<file path="src/rtl/seq_right_shifter.sv">
// Multi-cycle right shifter: one bit per clock, logical or arithmetic, Start/Done handshake.
// Optional SEQ_SHIFT_ROTATE_EN adds a Rotate input selecting rotate-right.
module seq_right_shifter #(
   parameter int unsigned WIDTH   = 8,
   parameter int unsigned SHAMT_W = 3
) (
   input  logic               CLK,
   input  logic               Reset_n,
   input  logic               Start,
   input  logic [WIDTH-1:0]   Source,
   input  logic [SHAMT_W-1:0] Shamt,
   input  logic               Arith,
`ifdef SEQ_SHIFT_ROTATE_EN
   input  logic               Rotate,
`endif
   output logic               Busy,
   output logic               Done,
   output logic [WIDTH-1:0]   Result
);

   localparam logic [1:0] IDLE  = 2'd0;
   localparam logic [1:0] SHIFT = 2'd1;
   localparam logic [1:0] DONE  = 2'd2;

   logic [1:0]         state_q, state_d;
   logic [WIDTH-1:0]   sreg_q, sreg_d;
   logic [SHAMT_W-1:0] cnt_q, cnt_d;
   logic               fill_q, fill_d;
   logic [WIDTH-1:0]   result_q, result_d;
   logic               accept;
   logic               msb;
   logic [WIDTH-1:0]   shifted;
`ifdef SEQ_SHIFT_ROTATE_EN
   logic               rot_q, rot_d;
`endif

   // DONE accepts like IDLE so back-to-back requests see no bubble.
   assign accept = Start && (state_q != SHIFT);

   always_comb begin
      msb = fill_q;
`ifdef SEQ_SHIFT_ROTATE_EN
      if (rot_q) msb = sreg_q[0];
`endif
      shifted = {msb, sreg_q[WIDTH-1:1]};
   end

   always_comb begin
      state_d  = state_q;
      sreg_d   = sreg_q;
      cnt_d    = cnt_q;
      fill_d   = fill_q;
      result_d = result_q;
`ifdef SEQ_SHIFT_ROTATE_EN
      rot_d    = rot_q;
`endif
      case (state_q)
         IDLE, DONE: begin
            if (accept) begin
               sreg_d = Source;
               cnt_d  = Shamt;
               fill_d = Arith & Source[WIDTH-1];
`ifdef SEQ_SHIFT_ROTATE_EN
               rot_d  = Rotate;
`endif
               if (Shamt == '0) begin
                  state_d  = DONE;
                  result_d = Source;
               end else begin
                  state_d = SHIFT;
               end
            end else begin
               state_d = IDLE;
            end
         end
         SHIFT: begin
            sreg_d = shifted;
            cnt_d  = cnt_q - SHAMT_W'(1);
            if (cnt_q == SHAMT_W'(1)) begin
               state_d  = DONE;
               result_d = shifted;
            end
         end
         default: state_d = IDLE;
      endcase
   end

   always_ff @(posedge CLK or negedge Reset_n) begin
      if (!Reset_n) begin
         state_q  <= IDLE;
         sreg_q   <= '0;
         cnt_q    <= '0;
         fill_q   <= 1'b0;
         result_q <= '0;
`ifdef SEQ_SHIFT_ROTATE_EN
         rot_q    <= 1'b0;
`endif
      end else begin
         state_q  <= state_d;
         sreg_q   <= sreg_d;
         cnt_q    <= cnt_d;
         fill_q   <= fill_d;
         result_q <= result_d;
`ifdef SEQ_SHIFT_ROTATE_EN
         rot_q    <= rot_d;
`endif
      end
   end

   assign Busy   = (state_q == SHIFT);
   assign Done   = (state_q == DONE);
   assign Result = result_q;

endmodule

</file>
<file path="config.mk">
export PLATFORM = sky130hd
export DESIGN_NAME = seq_right_shifter
export DESIGN_NICKNAME = d
export VERILOG_FILES = /design/src/rtl/seq_right_shifter.sv
export SDC_FILE = /design/constraint.sdc
export NUM_CORES = 1
export LEC_CHECK = 0
export CORE_ASPECT_RATIO = 0.7
export CORE_MARGIN = 10
export CORE_UTILIZATION = 35
export DETAILED_ROUTE_END_ITERATION = 12
export HOLD_SLACK_MARGIN = 0.05
export SLEW_MARGIN = 10
export SYNTH_ARGS = -nofsm -noshare
export SYNTH_HDL_FRONTEND = slang
export SYNTH_SLANG_ARGS = --single-unit
export TNS_END_PERCENT = 1
</file>
<file path="constraint.sdc">
create_clock -name CLK -period 4.6 [get_ports CLK]
set_clock_uncertainty 0.2 [all_clocks]
set_input_delay 0.92 -clock CLK [delete_from_list [all_inputs] [get_ports CLK]]
set_output_delay 0.92 -clock CLK [all_outputs]
set_load 0.03 [all_outputs]
</file>
==> results of run 1 <==
[report_power, final]
group | total [mW] | internal [mW] | switching, mW
combinational | 0.557 | 0.279 | 0.278
sequential | 0.337 | 0.279 | 0.0577
clock | 0.122 | 0.0617 | 0.0603
[worst max-delay path: stages (launching register included)]
cell and delay (ns):
sky130_fd_sc_hd__dfrtp_1 0.37, sky130_fd_sc_hd__nand2b_1 0.46, sky130_fd_sc_hd__inv_4 0.33, sky130_fd_sc_hd__clkdlybuf4s50_1 0.72
[layout by cell type, fill, tap and decap left out]
cell,Yosys,routed
sky130_fd_sc_hd__a211oi_1,1,1
sky130_fd_sc_hd__a311oi_1,1,1
sky130_fd_sc_hd__mux2_2,3,3
sky130_fd_sc_hd__o22ai_1,1,1
sky130_fd_sc_hd__nand3_1,1,1
sky130_fd_sc_hd__dfrtp_1,21,21
sky130_fd_sc_hd__clkdlybuf4s50_1,0,24
sky130_fd_sc_hd__clkbuf_8,0,3
sky130_fd_sc_hd__nor2_1,8,8
sky130_fd_sc_hd__buf_4,0,1
sky130_fd_sc_hd__inv_1,2,2
sky130_fd_sc_hd__a22oi_1,1,1
sky130_fd_sc_hd__ha_1,2,2
sky130_fd_sc_hd__o31ai_1,1,1
sky130_fd_sc_hd__clkbuf_1,3,1
sky130_fd_sc_hd__a22o_1,1,1
sky130_fd_sc_hd__nand2b_1,2,2
sky130_fd_sc_hd__nor3_1,1,1
sky130_fd_sc_hd__a31oi_1,7,7
sky130_fd_sc_hd__inv_4,1,1
sky130_fd_sc_hd__nor2b_1,3,3
sky130_fd_sc_hd__mux2i_1,2,2
sky130_fd_sc_hd__nand2_1,16,16
sky130_fd_sc_hd__mux2_4,13,13
[stage by stage]
| step | setup WS [ns] | utilization | total power, mW | area, µm² |
|---|---|---|---|---|
| 3_3_place_gp | 1.65 | 0.461 | 0.891 | 1330 |
| 3_5_place_dp | 1.62 | 0.461 | 0.903 | 1330 |
| 5_1_grt | 1.17 | 0.476 | 1.11 | 1370 |
| 6_report | 1.33 | 0.476 | 1.02 | 1370 |
| 2_1_floorplan | 2.54 | - | 0.764 | 1080 |
| 4_1_cts | 1.33 | 0.476 | 1.03 | 1370 |
[final cells by class]
class / count / area [µm²] / share of cell area
Clock buffer: 4 / 45.0 / 0.0328
Inverter: 3 / 13.8 / 0.0100
Timing Repair Buffer: 25 / 248 / 0.180
Multi-Input combinational cell: 64 / 495 / 0.361
Tap cell: 36 / 45.0 / 0.0328
Sequential cell: 21 / 526 / 0.383
[metal layers]
| metal | wire (µm) | track usage | vias up | part of all wire |
|---|---|---|---|---|
| li1 | - | - | 370 | - |
| met1 | 1190 | 0.111 | 347 | 0.51 |
| met2 | 941 | 0.139 | 20 | 0.41 |
| met3 | 187 | 0.0437 | 0 | 0.081 |
| met4 | 0 | 0.00605 | 0 | 0 |
| met5 | 0 | 0 | - | 0 |
[kinds of logic after synthesis]
kind of cell	share of synthesized area
AND/OR/NAND/NOR	0.122
flip-flops	0.487
multiplexers	0.231
AO/OA/AOI/OAI	0.0834
buffers and inverters	0.0545
adder cells (fa/ha/maj)	0.0232
[worst paths after layout]
path,from,end,slack (ns)
max,state_q[1],Busy,1.33
min,fill_q,fill_q,0.31
max reg2reg,state_q[1],Result[1],2.20
min reg2reg,fill_q,fill_q,0.31
max in group asynchronous,Reset_n,sreg_q[1],2.61
min in group asynchronous,Reset_n,sreg_q[6],0.99
[state kept, by name, indices dropped and copies added (netlist names)]
name and count:
Result 8, cnt_q 3, fill_q 1, sreg_q 7
state_q 2
==> results list, run 1 <==
- Required time of the worst setup path: 3.48 ns
- For this run, the register share of the synthesized area comes to 0.487.
* Vias in the first global route: 847
- Yosys instantiated no cell more often than sky130_fd_sc_hd__dfrtp_1.
- Period utilization: 0.710
- Combined global-route utilization of all metal layers: 0.0882
* CTS root buffer: sky130_fd_sc_hd__clkbuf_8
- The die covers 5740 µm².
* Worst hold slack: 0.313 ns
* GR Overflow Total: 0
* Dpl cells: 149
- Leakage component of the power: 0.611 nW
* Post-CTS Setup Bufs: 0
- The initial antenna violation count was 0.
- Status: finished clean
- The commonest cells after synthesis are 21 x sky130_fd_sc_hd__dfrtp_1, 16 x sky130_fd_sc_hd__nand2_1, 13 x sky130_fd_sc_hd__mux2_4.
* Highest fanout seen on the critical path: 18
- Clock period minus worst slack: 3.27 ns
* Final estimated routing congestion in global placement: 0.682
- Flip-flop and latch count after synthesis: 21
* Via count normalized by instance count: 4.82
- Fraction of registers with async set/reset: 1.00
* Worst setup EP type: output port
* CTS Buf Count: 3
- Final Routed Wirelength: 2.32 mm
* Max clock buf depth: 2
- STA puts the critical path data arrival time at 2.15 ns.
- Filler cell count: 281
- After clock tree synthesis, the flow added hold-fix buffers numbering 0.
- Summed over all instances, the cell type with the most area after synthesis is sky130_fd_sc_hd__dfrtp_1.
- Drt pass-1 iters: 4
* Classification of the worst setup path: flop to output port
- Fraction of post-synthesis cell area in the top cell type by area: 0.487
- The number of endpoints with negative hold slack in the final report was 0.
- Summing every instance area after synthesis gives 1080 µm².
- In this run the worst hold path is classified as flop to flop.
- The worst pin sits at a relative slew slack of 0.350.
- Actual slew at the worst max-slew pin: 0.972 ns
- Detailed placement ended at an HPWL of 1.69 mm.
* Worst-Skew Late Latency: 0.26 ns
* Final net count: 135
- For this design the ratio of total power to cell area is 740 nW/µm².
- The core region is 2880 µm².
- Post-route insts no fill: 153
* Peak supply drop: 0.427 mV
- Measured along the x axis, the die boundary spans 86.4 µm.
- Number of top-level pins: 25
* Syn Inst Count: 94
- Cell count of the worst reg-to-reg path: 4
- The first global-routing pass estimated 4.12 mm of wire.
* Number of warning messages in the yosys log: 0
* # setup viols final: 0
- Summing over every cut layer, the via total after detailed routing is 737.
- Summed over all failing endpoints, the final setup total negative slack is 0 ns.
- When the netlist entered floorplanning its net count stood at 111.
- Setup repair after global routing left no endpoint under its margin.
- After synthesis, the cell types taking the most area are sky130_fd_sc_hd__dfrtp_1 49%, sky130_fd_sc_hd__mux2_4 18%, sky130_fd_sc_hd__nand2_1 5.6%, sky130_fd_sc_hd__a31oi_1 4.1%, sky130_fd_sc_hd__buf_6 3.1%.
- Unique cell type count in the Yosys netlist: 22
* Count of nets left with antenna violations after detail routing: 0
- Clock Sinks: 21
- Row generation in the floorplan step produced 16 rows.
- In the final layout, the share of cells above drive strength 1 is 0.179.
- Gates resized during post-CTS repair numbered 0.
- Post-route DRC violation count: 0
* Number of input and output port buffers inserted: 24
- Count of flip-flops with a built-in enable after synthesis: 0
- Averaged over all synthesized cells, the footprint is 11.5 µm².
* Max-capacitance violation count: 0
- The area growth from synthesis to layout is 27.1%.
- Detailed router's first-iteration violation count: 38
- Die Span Y: 66.5 µm
- Along the worst hold path, the cell count comes to 2.
* Largest net degree at the start of global routing: 22
* Level count of the clock H-tree: 1
- Critical Path Source Type: flop
- CTS tree: done
- The most used flip-flop cell after synthesis is sky130_fd_sc_hd__dfrtp_1.
* Initial core utilization: 0.375
- Clock-pin slew was measured on the worst setup and hold paths at 0.07 ns.
* Maximum clock frequency: 306 MHz
- After detailed routing, the average wire length per cell comes to 15.1 µm.
- The number of antenna diodes in the final layout is 0.
* Final-report max-slew violation count: 0
Note: power is estimated with default switching activity, not from simulation.
==> run 2, diff against run 1 <==
==> constraint.sdc (replaced) <==
create_clock -name CLK -period 2.8 [get_ports CLK]
set_clock_uncertainty 0.2 [all_clocks]
set_input_delay 0.56 -clock CLK [delete_from_list [all_inputs] [get_ports CLK]]
set_output_delay 0.56 -clock CLK [all_outputs]
set_load 0.03 [all_outputs]
==> run 2 against run 1 <==
  * Register-to-register slack worse by 1.4 ns
  * Global-route usage is 0.36 points lower
  * Die area unchanged
  * First-iteration DRC count shrank 7.9%
  * Via count up 2.4%
  * Total power increased by 65%
  * Sequential share of layout area is 0.41 points lower
  * Worst setup slack worse by 1.0 ns
  * Critical endpoint unchanged
  * Largest cell class unchanged
  * Highest routed layer is now met4
==> results list, run 2 (synthesis gave the netlist of run 1 again) <==
- From bottom edge to top edge, the die measures 66.5 µm.
- Drt pass-1 iters: 4
- 25 I/O pins were placed.
* Leakage component of the power: 0.620 nW
- Core area: 2880 µm²
- Of the total power, the share spent switching nets is 0.387.
- Max reg flops: 8
- Of all nets on the critical path, the largest fanout is 13.
* Clock-pin transition on the worst setup and hold timing paths: 0.07 ns
* Most common library cell in the layout ignoring fill and taps: sky130_fd_sc_hd__clkdlybuf4s50_1
* Detail Placement HPWL: 1.65 mm
* Via count of the routed design: 755
- Status: finished clean
- Hold buffers post-CTS: 0
- Overall Power: 1.68 mW
- Std-Cell Rows: 16
- Combined global-route utilization of all metal layers: 0.0846
- Vias in the first global route: 812
- In this run, CTS created clock tree buffers numbering 3.
- At the end of routability-driven placement, the weighted congestion stood at 0.746.
* Setup repair after global routing missed its margin: false
- The slowest stage of the critical path is the sky130_fd_sc_hd__clkdlybuf4s50_1 cell.
* Max clock buf depth: 2
- Global routing finished with a remaining overflow of 0.
* Post-route DRC violation count: 0
* Actual slew at the worst max-slew pin: 0.574 ns
- Seq pwr share: 0.332
- Count of inserted antenna diode cells: 0
- First-pass GRT wire length: 3.88 mm
- For the final routed database, the setup TNS stands at 0 ns.
- Die width: 86.4 µm
- Fraction of power consumed by combinational cells: 0.550
- The routed design has 2.28 mm of wire.
- CTS root buffer: sky130_fd_sc_hd__clkbuf_8
- Of the available clock period, the critical path in the final layout requires 0.882.
- Worst slew margin relative to its limit: 0.617
* Hold Path Class: flop to flop
- Required time of the worst setup path: 2.04 ns
- Final net count: 137
* Critical Path Source Type: flop
- The routed design could run at a clock period as short as 2.47 ns.
- The analysis attributes to net switching a power of 0.651 mW.
* Peak supply drop: 0.546 mV
- Compared with the post-synthesis result, the final layout area differs by 28.5%.
- Leading cell types in the layout, fill and taps excluded: 24 x sky130_fd_sc_hd__clkdlybuf4s50_1, 21 x sky130_fd_sc_hd__dfrtp_1, 16 x sky130_fd_sc_hd__nand2_1, 13 x sky130_fd_sc_hd__mux2_4, 8 x sky130_fd_sc_hd__nor2_1
- Initial core utilization: 0.375
- The floorplan step defined a die boundary enclosing 5740 µm².
- # setup viols final: 0
- CP peak stage delay: 0.71 ns
- The share of total power dissipated in the clock network is 0.118.
* Number of input and output port buffers inserted: 24
* Largest net degree at the start of global routing: 22
- Data arrives at the worst endpoint at 1.71 ns.
- The worst setup path is captured at an output port.
- Walking the worst path, the cells encountered are nand2b_1, inv_4, clkdlybuf4s50_1.
* Number of antenna violations at the first check in global routing: 0
- In this run the remaining antenna-violating nets after routing total 0.
- Cell internal power was estimated by the tool at 1.03 mW.
- After detailed routing, the number of vias per cell comes to 4.87.
- CTS built an H-tree with a depth of 1.
* CTS tree: done
- The first routing iteration left 35 violations.
* Cell family with most CP delay: buffers and inverters
- The clock reaches the later pin of the worst-skew pair after 0.26 ns.
- The number of endpoints with negative hold slack in the final report came to 0.
- Post-CTS timing repair inserted 0 buffers for setup.
- Classification of the worst setup path: flop to output port
* Maximum clock frequency: 405 MHz
* Wire per inst: 14.7 µm
* Final-report max-slew violation count: 0
- Post-CTS Resized: 0
* Share of cells above drive strength 1: 0.193
- The tool flagged a number of max-cap violations equal to 0.
* Buffering stage count on the worst path with inverters included: 2
* Clock Sinks: 21
- Dividing total power by cell area gives a power density of 1210 nW/µm².
-- run 2: cell types whose count changed in the layout (fill, tap and decap cells not counted), sizes merged --
| cell | delta |
|---|---|
| buf | +2 |
-- run 2: path summary, 6_finish.rpt --
path / startpoint / to / slack [ns] / depth (start not counted)
hold reg to reg: cnt_q[2] / cnt_q[2] / 0.31 / 1
hold / removal: cnt_q[2] / cnt_q[2] / 0.31 / 1
setup / recovery: state_q[1] / Busy / 0.33 / 3
setup reg to reg: cnt_q[1] / Result[0] / 0.82 / 5
max in group asynchronous: Reset_n / Result[7] / 1.74 / 2
min in group asynchronous: Reset_n / Result[6] / 0.44 / 2
-- run 2: per-stage QoR --
| step | cell area (µm²) | instances | hold slack [ns] | utilization | setup slack, ns |
|---|---|---|---|---|---|
| detailed placement | 1340 | 151 | 0.287 | 0.466 | 0.314 |
| global route | 1390 | 155 | 0.334 | 0.481 | 0.238 |
| floorplan | 1080 | 94 | 0.0644 | - | 1.08 |
| finish | 1390 | 155 | 0.305 | 0.481 | 0.331 |
| CTS | 1390 | 155 | 0.301 | 0.481 | 0.312 |
| global placement | 1340 | 151 | 0.285 | 0.466 | 0.379 |
-- run 2: metal layers --
metal / vias up / track usage / routed length [µm]
li1: 373 / - / -
met1: 356 / 0.105 / 1130
met2: 23 / 0.131 / 935
met3: 3 / 0.0437 / 202
met4: 0 / 0.0121 / 10
met5: - / 0 / 0
-- run 2: layout make-up --
cell class                      instances  area [µm²]
Sequential cell                        21         526
Clock buffer                            4        45.0
Fill cell                             274        1500
Timing Repair Buffer                   27         263
Multi-Input combinational cell         64         495
Inverter                                3        13.8
Tap cell                               36        45.0
-- run 2: power by group through the flow --
stage / sequential [mW] / clock, mW / combinational, mW
after global placement: 0.561 / 0 / 0.923
final: 0.558 / 0.198 / 0.925
after global routing: 0.579 / 0.223 / 1.01
after floorplan: 0.656 / 0 / 0.598
after CTS: 0.558 / 0.206 / 0.940
after detailed placement: 0.562 / 0 / 0.937
==> run 3, diff against run 2 <==
--- a/config.mk
+++ b/config.mk
@@ -10,6 +10,7 @@
 export CORE_UTILIZATION = 35
 export DETAILED_ROUTE_END_ITERATION = 12
 export HOLD_SLACK_MARGIN = 0.05
+export SKIP_CTS_REPAIR_TIMING = 1
 export SLEW_MARGIN = 10
 export SYNTH_ARGS = -nofsm -noshare
 export SYNTH_HDL_FRONTEND = slang
==> results of run 3 <==
Same layout as run 2: the final DEF is identical, and so are final timing and power.
